`config.mk`:
```
export PLATFORM = sky130hd
export DESIGN_NAME = fir_mac_ctrl
export DESIGN_NICKNAME = d
export VERILOG_FILES = /design/src/rtl/fir_mac_ctrl.sv
export SDC_FILE = /design/constraint.sdc
export NUM_CORES = 1
export LEC_CHECK = 0
export ABC_CLOCK_PERIOD_IN_PS = 2170
export CAP_MARGIN = 20
export CORE_ASPECT_RATIO = 0.8
export CORE_MARGIN = 2
export CORE_UTILIZATION = 51
export DETAILED_ROUTE_END_ITERATION = 10
export PLACE_DENSITY = 0.76
export REMOVE_ABC_BUFFERS = 1
export SETUP_SLACK_MARGIN = 0.4
export SYNTH_ARGS = -nofsm -noshare
export SYNTH_HDL_FRONTEND = slang
export SYNTH_SLANG_ARGS = --single-unit
export TNS_END_PERCENT = 10
```
`constraint.sdc`:
```
create_clock -name clock -period 2.17 [get_ports clock]
set_input_delay 0.434 -clock clock [delete_from_list [all_inputs] [get_ports clock]]
set_output_delay 0.434 -clock clock [all_outputs]
set_load 0.005 [all_outputs]
```
`src/rtl/fir_mac_ctrl.sv`:
```
// FIR MAC sequencer: takes one sample per frame into a circular delay line,
// then streams (coefficient, sample) pairs to the MAC for every tap.
module fir_mac_ctrl #(
  parameter int data_width = 8,
  parameter int taps       = 8,
  parameter int addr_width = 3
) (
  input  logic                  clock,
  input  logic                  reset,
  input  logic [data_width-1:0] x_in,
  input  logic                  valid_in,
  output logic                  ready_out,
  output logic [addr_width-1:0] rom_addr,
  input  logic [data_width-1:0] rom_data,
  output logic [data_width-1:0] rom_out,
  output logic [data_width-1:0] ram_out,
  output logic                  mac_init,
  output logic                  last_pair
);

  localparam logic [addr_width-1:0] LastTap =
    addr_width'(taps - 1);

  typedef enum logic {
    IDLE,
    RUN
  } state_t;

  state_t                r_state;
  state_t                w_next;
  logic [addr_width-1:0] r_k;
  logic [addr_width-1:0] r_wptr;
  logic [addr_width-1:0] r_newest;
  logic [addr_width-1:0] w_rd_idx;
  logic                  w_last_tap;
  logic                  w_accept;
  logic [data_width-1:0] r_delay [taps];
  logic [data_width-1:0] r_rom_out;
  logic [data_width-1:0] r_ram_out;
  logic                  r_mac_init;
  logic                  r_last_pair;

  // Power-of-two depth makes the subtraction wrap for free.
  assign w_rd_idx   = r_newest - r_k;
  assign w_last_tap = (r_k == LastTap);

  assign rom_out   = r_rom_out;
  assign ram_out   = r_ram_out;
  assign mac_init  = r_mac_init;
  assign last_pair = r_last_pair;

  always_ff @(posedge clock or negedge reset) begin
    if (!reset) r_state <= IDLE;
    else        r_state <= w_next;
  end

  always_comb begin
    w_next    = r_state;
    w_accept  = 1'b0;
    ready_out = 1'b0;
    rom_addr  = '0;
    unique case (r_state)
      IDLE: begin
        ready_out = 1'b1;
        if (valid_in) begin
          w_accept = 1'b1;
          w_next   = RUN;
        end
      end
      RUN: begin
        rom_addr = r_k;
        if (w_last_tap) w_next = IDLE;
      end
      default: w_next = IDLE;
    endcase
  end

  always_ff @(posedge clock or negedge reset) begin
    if (!reset) begin
      r_k         <= '0;
      r_wptr      <= '0;
      r_newest    <= '0;
      r_rom_out   <= '0;
      r_ram_out   <= '0;
      r_mac_init  <= 1'b0;
      r_last_pair <= 1'b0;
      for (int i = 0; i < taps; i++) r_delay[i] <= '0;
    end else begin
      if (w_accept) begin
        r_delay[r_wptr] <= x_in;
        r_newest        <= r_wptr;
        r_wptr          <= r_wptr + addr_width'(1);
        r_k             <= '0;
      end
      if (r_state == RUN) begin
        r_rom_out   <= rom_data;
        r_ram_out   <= r_delay[w_rd_idx];
        r_mac_init  <= (r_k == '0);
        r_last_pair <= w_last_tap;
        if (!w_last_tap) r_k <= r_k + addr_width'(1);
      end else begin
        // Zero pairs keep the MAC sum steady between frames.
        r_rom_out   <= '0;
        r_ram_out   <= '0;
        r_mac_init  <= 1'b0;
        r_last_pair <= 1'b0;
      end
    end
  end

endmodule
```
* Word-level counts from Yosys, hierarchy flattened
Cells that the tools add are included.
Widths: inputs -> output; s select.
** Storage, ports and cells
- Output and inout port bits :: 22
- Input bits :: 19
- Register bits after elaboration :: 92
- Logic and storage cells :: 47
** Cells by class
- Equal/unequal tests :: 1
- Mux-type cells :: 19
- Reduce and logical (&&, ||, !) cells :: 2
- Bitwise logic cells :: 3
- Add/subtract/negate cells :: 3
- Order comparisons :: 3
** Operators by type and width (count)
- $bwmux 64 :: 1
- $mux 8 :: 5
- $bmux 8 s3 :: 1
- $demux 8 s3 :: 1
- $mux 3 :: 4
- $ge 4x4->1 const B :: 2
- $not 3->4 :: 2
- $add 3x1->3 const B :: 2
- $mux 1 :: 6
- $lt 4x1->1 const B :: 1
- $eq 3x3->1 const B :: 1
- $logic_not 3->1 :: 1
- $sub 3x3->3 :: 1
- $pmux 1 s2 :: 1
- $logic_and 1x1->1 :: 1
- $not 1->1 :: 1

* Logic depth before layout (Yosys ltp)
- Depth in word-level cells :: 6
- Depth in mapped cells :: 9
- Depth with buffers taken out :: 7

* Least setup slack after synthesis
Ideal clock, no wire load.
- Path type :: register to register
- Start point :: reg r_k[0]
- End point :: reg r_ram_out[5] (netlist: ram_out[5])
- Arrival time :: 2150 ps
- Clock period less this slack :: 2283 ps
- Library setup time :: 133 ps
- Setup slack :: -113 ps
- Cell stages (with the launch flop) :: 9
- Data required time :: 2037 ps
- Buffers on the path :: 2
- Path through :: dfrtp_1 ha_1 inv_1 fa_1 clkbuf_1 clkbuf_1 mux4_2 mux2i_1 nor2_1
** Between the ends
- Cells in the longest elaborated chain, start to end :: 6
** RTL lines
- start, declared :: line 31 : logic [addr_width-1:0] r_k;
- start signal, assigned :: line 100 : if (!w_last_tap) r_k <= r_k + addr_width'(1);
- $sub 3x3->3 :: line 44 : assign w_rd_idx = r_newest - r_k;
- $not 3->4 (implied by the code) :: line 97 : r_ram_out <= r_delay[w_rd_idx];
- $bmux 8 s3 :: line 97
- $mux 8 (implied by the code) (2 in series) :: line 97
- $mux 8 :: line 95 : if (r_state == RUN) begin
- end signal, assigned :: line 97
- end, declared :: line 39 : logic [data_width-1:0] r_ram_out;
No other way between the ends. The select of a mux whose other input is x is not followed.
A chain may end at the register's enable or synchronous reset.

* Worst setup path after layout
- Start point :: reg r_state
- End point :: out rom_addr[0]
** Between the ends
- Cells in the longest elaborated chain, start to end :: 1
** RTL lines
- start, declared :: line 29 : state_t r_state;
- start signal, assigned :: line 54 : else r_state <= w_next;
- $mux 3 :: line 62 : unique case (r_state)
- end, declared :: line 13 : output logic [addr_width-1:0] rom_addr,
No other way between the ends.

==> flow_summary.ini <==
[power_and_ir_drop]
p_leak_nw = 2.29
pwr_density_cell_mw_per_mm2 = 1580
peakVddDrop_mv = 0.878

[floorplan]
die_w_microns = 104
die_h_microns = 83.9
ios = 41
die_area_sq_mm = 0.00872
start_util_pct = 51.9
rows = 29
core_area_sq_mm = 0.00784

[cts]
cts_root_buffer = clkbuf_8
cts_inserted_buffers = 9
cts.sinks = 92
clk_path_buf_depth = 2
cts_tree = built
clock_latency_ns = 0.36
htreeDepth = 3
clkTransAtPathRegs_ns = 0.08

[cells_and_area]
fill_cells = 607
area_growth_pct = 22.2
diodes = 0
post-route-util_pct = 63.5
drive_above_1_share_pct = 41.3
layout.cells.non_filler = 437
nNetsFinal = 349

[sta]
final_max_slew_viol_count = 0
setup_tns_ns = 0
finClkSkew_ns = 0.0100
relSlewSlack_pct = 67.3
grt_setup_unrepaired = true
worst_slew_pin_slew_ns = 0.490
setup_ws_ns = 0.174
fmax_mhz = 501
hold_violations = 0
finalSetupViolCount = 0
period_minus_slack_ns = 2.00
post-route-period-util_pct = 92.0

[routing]
ant_nets = 0
vias = 2325
drc = 0
avgRoutedWirePerCell_microns = 18.3
wirelength_mm = 7.98
via_per_inst = 5.32
drt_iter0_drc = 57
dr.pass1.iters = 4

[outcome]
status = finished, final reports clean

[critical_path]
reg2reg_from = r_newest[0]
cp.required_ns = 1.74
crit_start = r_state
regToRegSetupSlack_ns = 0.23
end_kind = output pin
startpoint_type = flop
path_class = flop to output pin
worstPathArrival_ns = 1.56
crit_fanout = 5

[global_route]
grt_max_degree = 40
grt_pass1_vias = 2445
overflow = 0
grt_pass1_wl_mm = 13.0
antenna_found_initial = 0
grtUsageTotal_pct = 20.0

[yosys]
async_flop_share_pct = 100
synthTopCellsByArea = dfrtp_1 57%, mux2_2 14%, mux4_2 8.9%
synth_ff_type = dfrtp_1
synth_top_area_share_pct = 56.6
ys_warn_count = 0
synth_area_per_cell_sq_um = 15.8
ys_types = 30
synthTopCellsByCount = 92 x dfrtp_1, 52 x mux2_2, 16 x mux2_4, 16 x mux4_2, 11 x nor2_1
ys_seq_elements = 92
synthCells = 258
yosys.area.top_type = dfrtp_1
synth_most_common_cell = dfrtp_1
mappedNetlistArea_sq_mm = 0.00407
synth_edf_count = 0
seq_area_frac_synth_pct = 56.6

[placed_design]
dp_slack_ns = 0.0188
place_congestion = 0.774
place.port_buffers = 40
dp_hpwl_mm = 5.48
dp.cells = 415

[min_path]
hold_path.class = input pin to asynchronous set/reset pin

[job]
cap_viol_max_count = 0
[registers in the layout, summed over array words and instances (netlist names)]
signal	count
r_delay	64
ram_out	8
rom_out	8
r_k	3
r_newest	3
r_wptr	3
last_pair	1
mac_init	1
r_state	1
[where the power goes]
part	switching (W)	total, W	internal, W
Clock	0.000579	0.00111	0.000532
Combinational	0.00149	0.00382	0.00233
Sequential	0.000450	0.00292	0.00247
Total	0.00251	0.00785	0.00533
[timing repair]
item                       4_1_cts  5_1_grt
pin swaps                        2        1
hold buffers                     0        0
cloned                           0        0
gates resized for setup          4        1
setup buffers                    5        1
setup endpoints to repair       20       76
[per-stage QoR]
step / hold slack (ns) / power, W / cell area, sq um
after floorplan: 0.138 / 0.00534 / 3990
after global placement: 0.421 / 0.00655 / 4740
after detailed placement: 0.425 / 0.00670 / 4740
after CTS: 0.0355 / 0.00789 / 4960
after global routing: 0.0391 / 0.00834 / 4970
final: 0.0275 / 0.00785 / 4970
[worst max-delay path: stages, from the launching register on]
cell             delay, ns
dfrtp_2               0.43
clkinvlp_4            0.17
nor2_1                0.11
clkdlybuf4s50_1       0.50
[final timing paths]
path | end | cells after the start
worst max register to register | ram_out[5] | 8
min in group clock | r_newest[0] | 2
worst max-delay path | rom_addr[0] | 3
max in group asynchronous | r_delay[60] | 2
worst min register to register | r_newest[0] | 2
worst min-delay path | r_delay[22] | 1
[routing by layer]
metal / vias up / share of wire, % / global-route usage [%]
li1: 1050 / - / -
met1: 1221 / 47 / 27.1
met2: 46 / 48 / 31.9
met3: 8 / 4.2 / 5.93
met4: 0 / 0.95 / 5.16
met5: - / 0 / 0
[final cells by class]
class	instances	area (sq um)	area share (%)
timing repair buffer	70	662	13.3
inverter	5	22.5	0.453
clock inverter	4	50.0	1.01
clock buffer	12	135	2.72
tap	108	135	2.72
sequential	92	2300	46.3
multi-input combinational	146	1670	33.5
[cells by family (layout without fill, tap and decap cells)]
logic type	count (synthesis)	count (layout)	share of synthesized area [%]
muxes	93	93	31.4
DFF	92	92	56.6
and+or+nand+nor	39	39	5.69
buffers and inverters	20	91	2.52
adders and majority gates	6	6	2.03
AOI/OAI and AO/OA	4	4	0.645
xor gates and xnor gates	4	4	1.20
[placed cells by master (no fill, tap or decap), drive strengths merged, types with 2 or more instances in the layout]
| cell | n |
|---|---|
| nand2 | 7 |
| clkdlybuf4s50 | 37 |
| clkinvlp | 3 |
| dlygate4sd2 | 2 |
| clkbuf | 12 |
| nor3b | 2 |
| inv | 4 |
| mux2 | 68 |
| and2 | 10 |
| mux2i | 9 |
| nor2 | 12 |
| buf | 31 |
| dfrtp | 92 |
| o31ai | 2 |
| ha | 5 |
| or4b | 2 |
| mux4 | 16 |
| xnor2 | 3 |
Power figures use the tool's default switching activity.
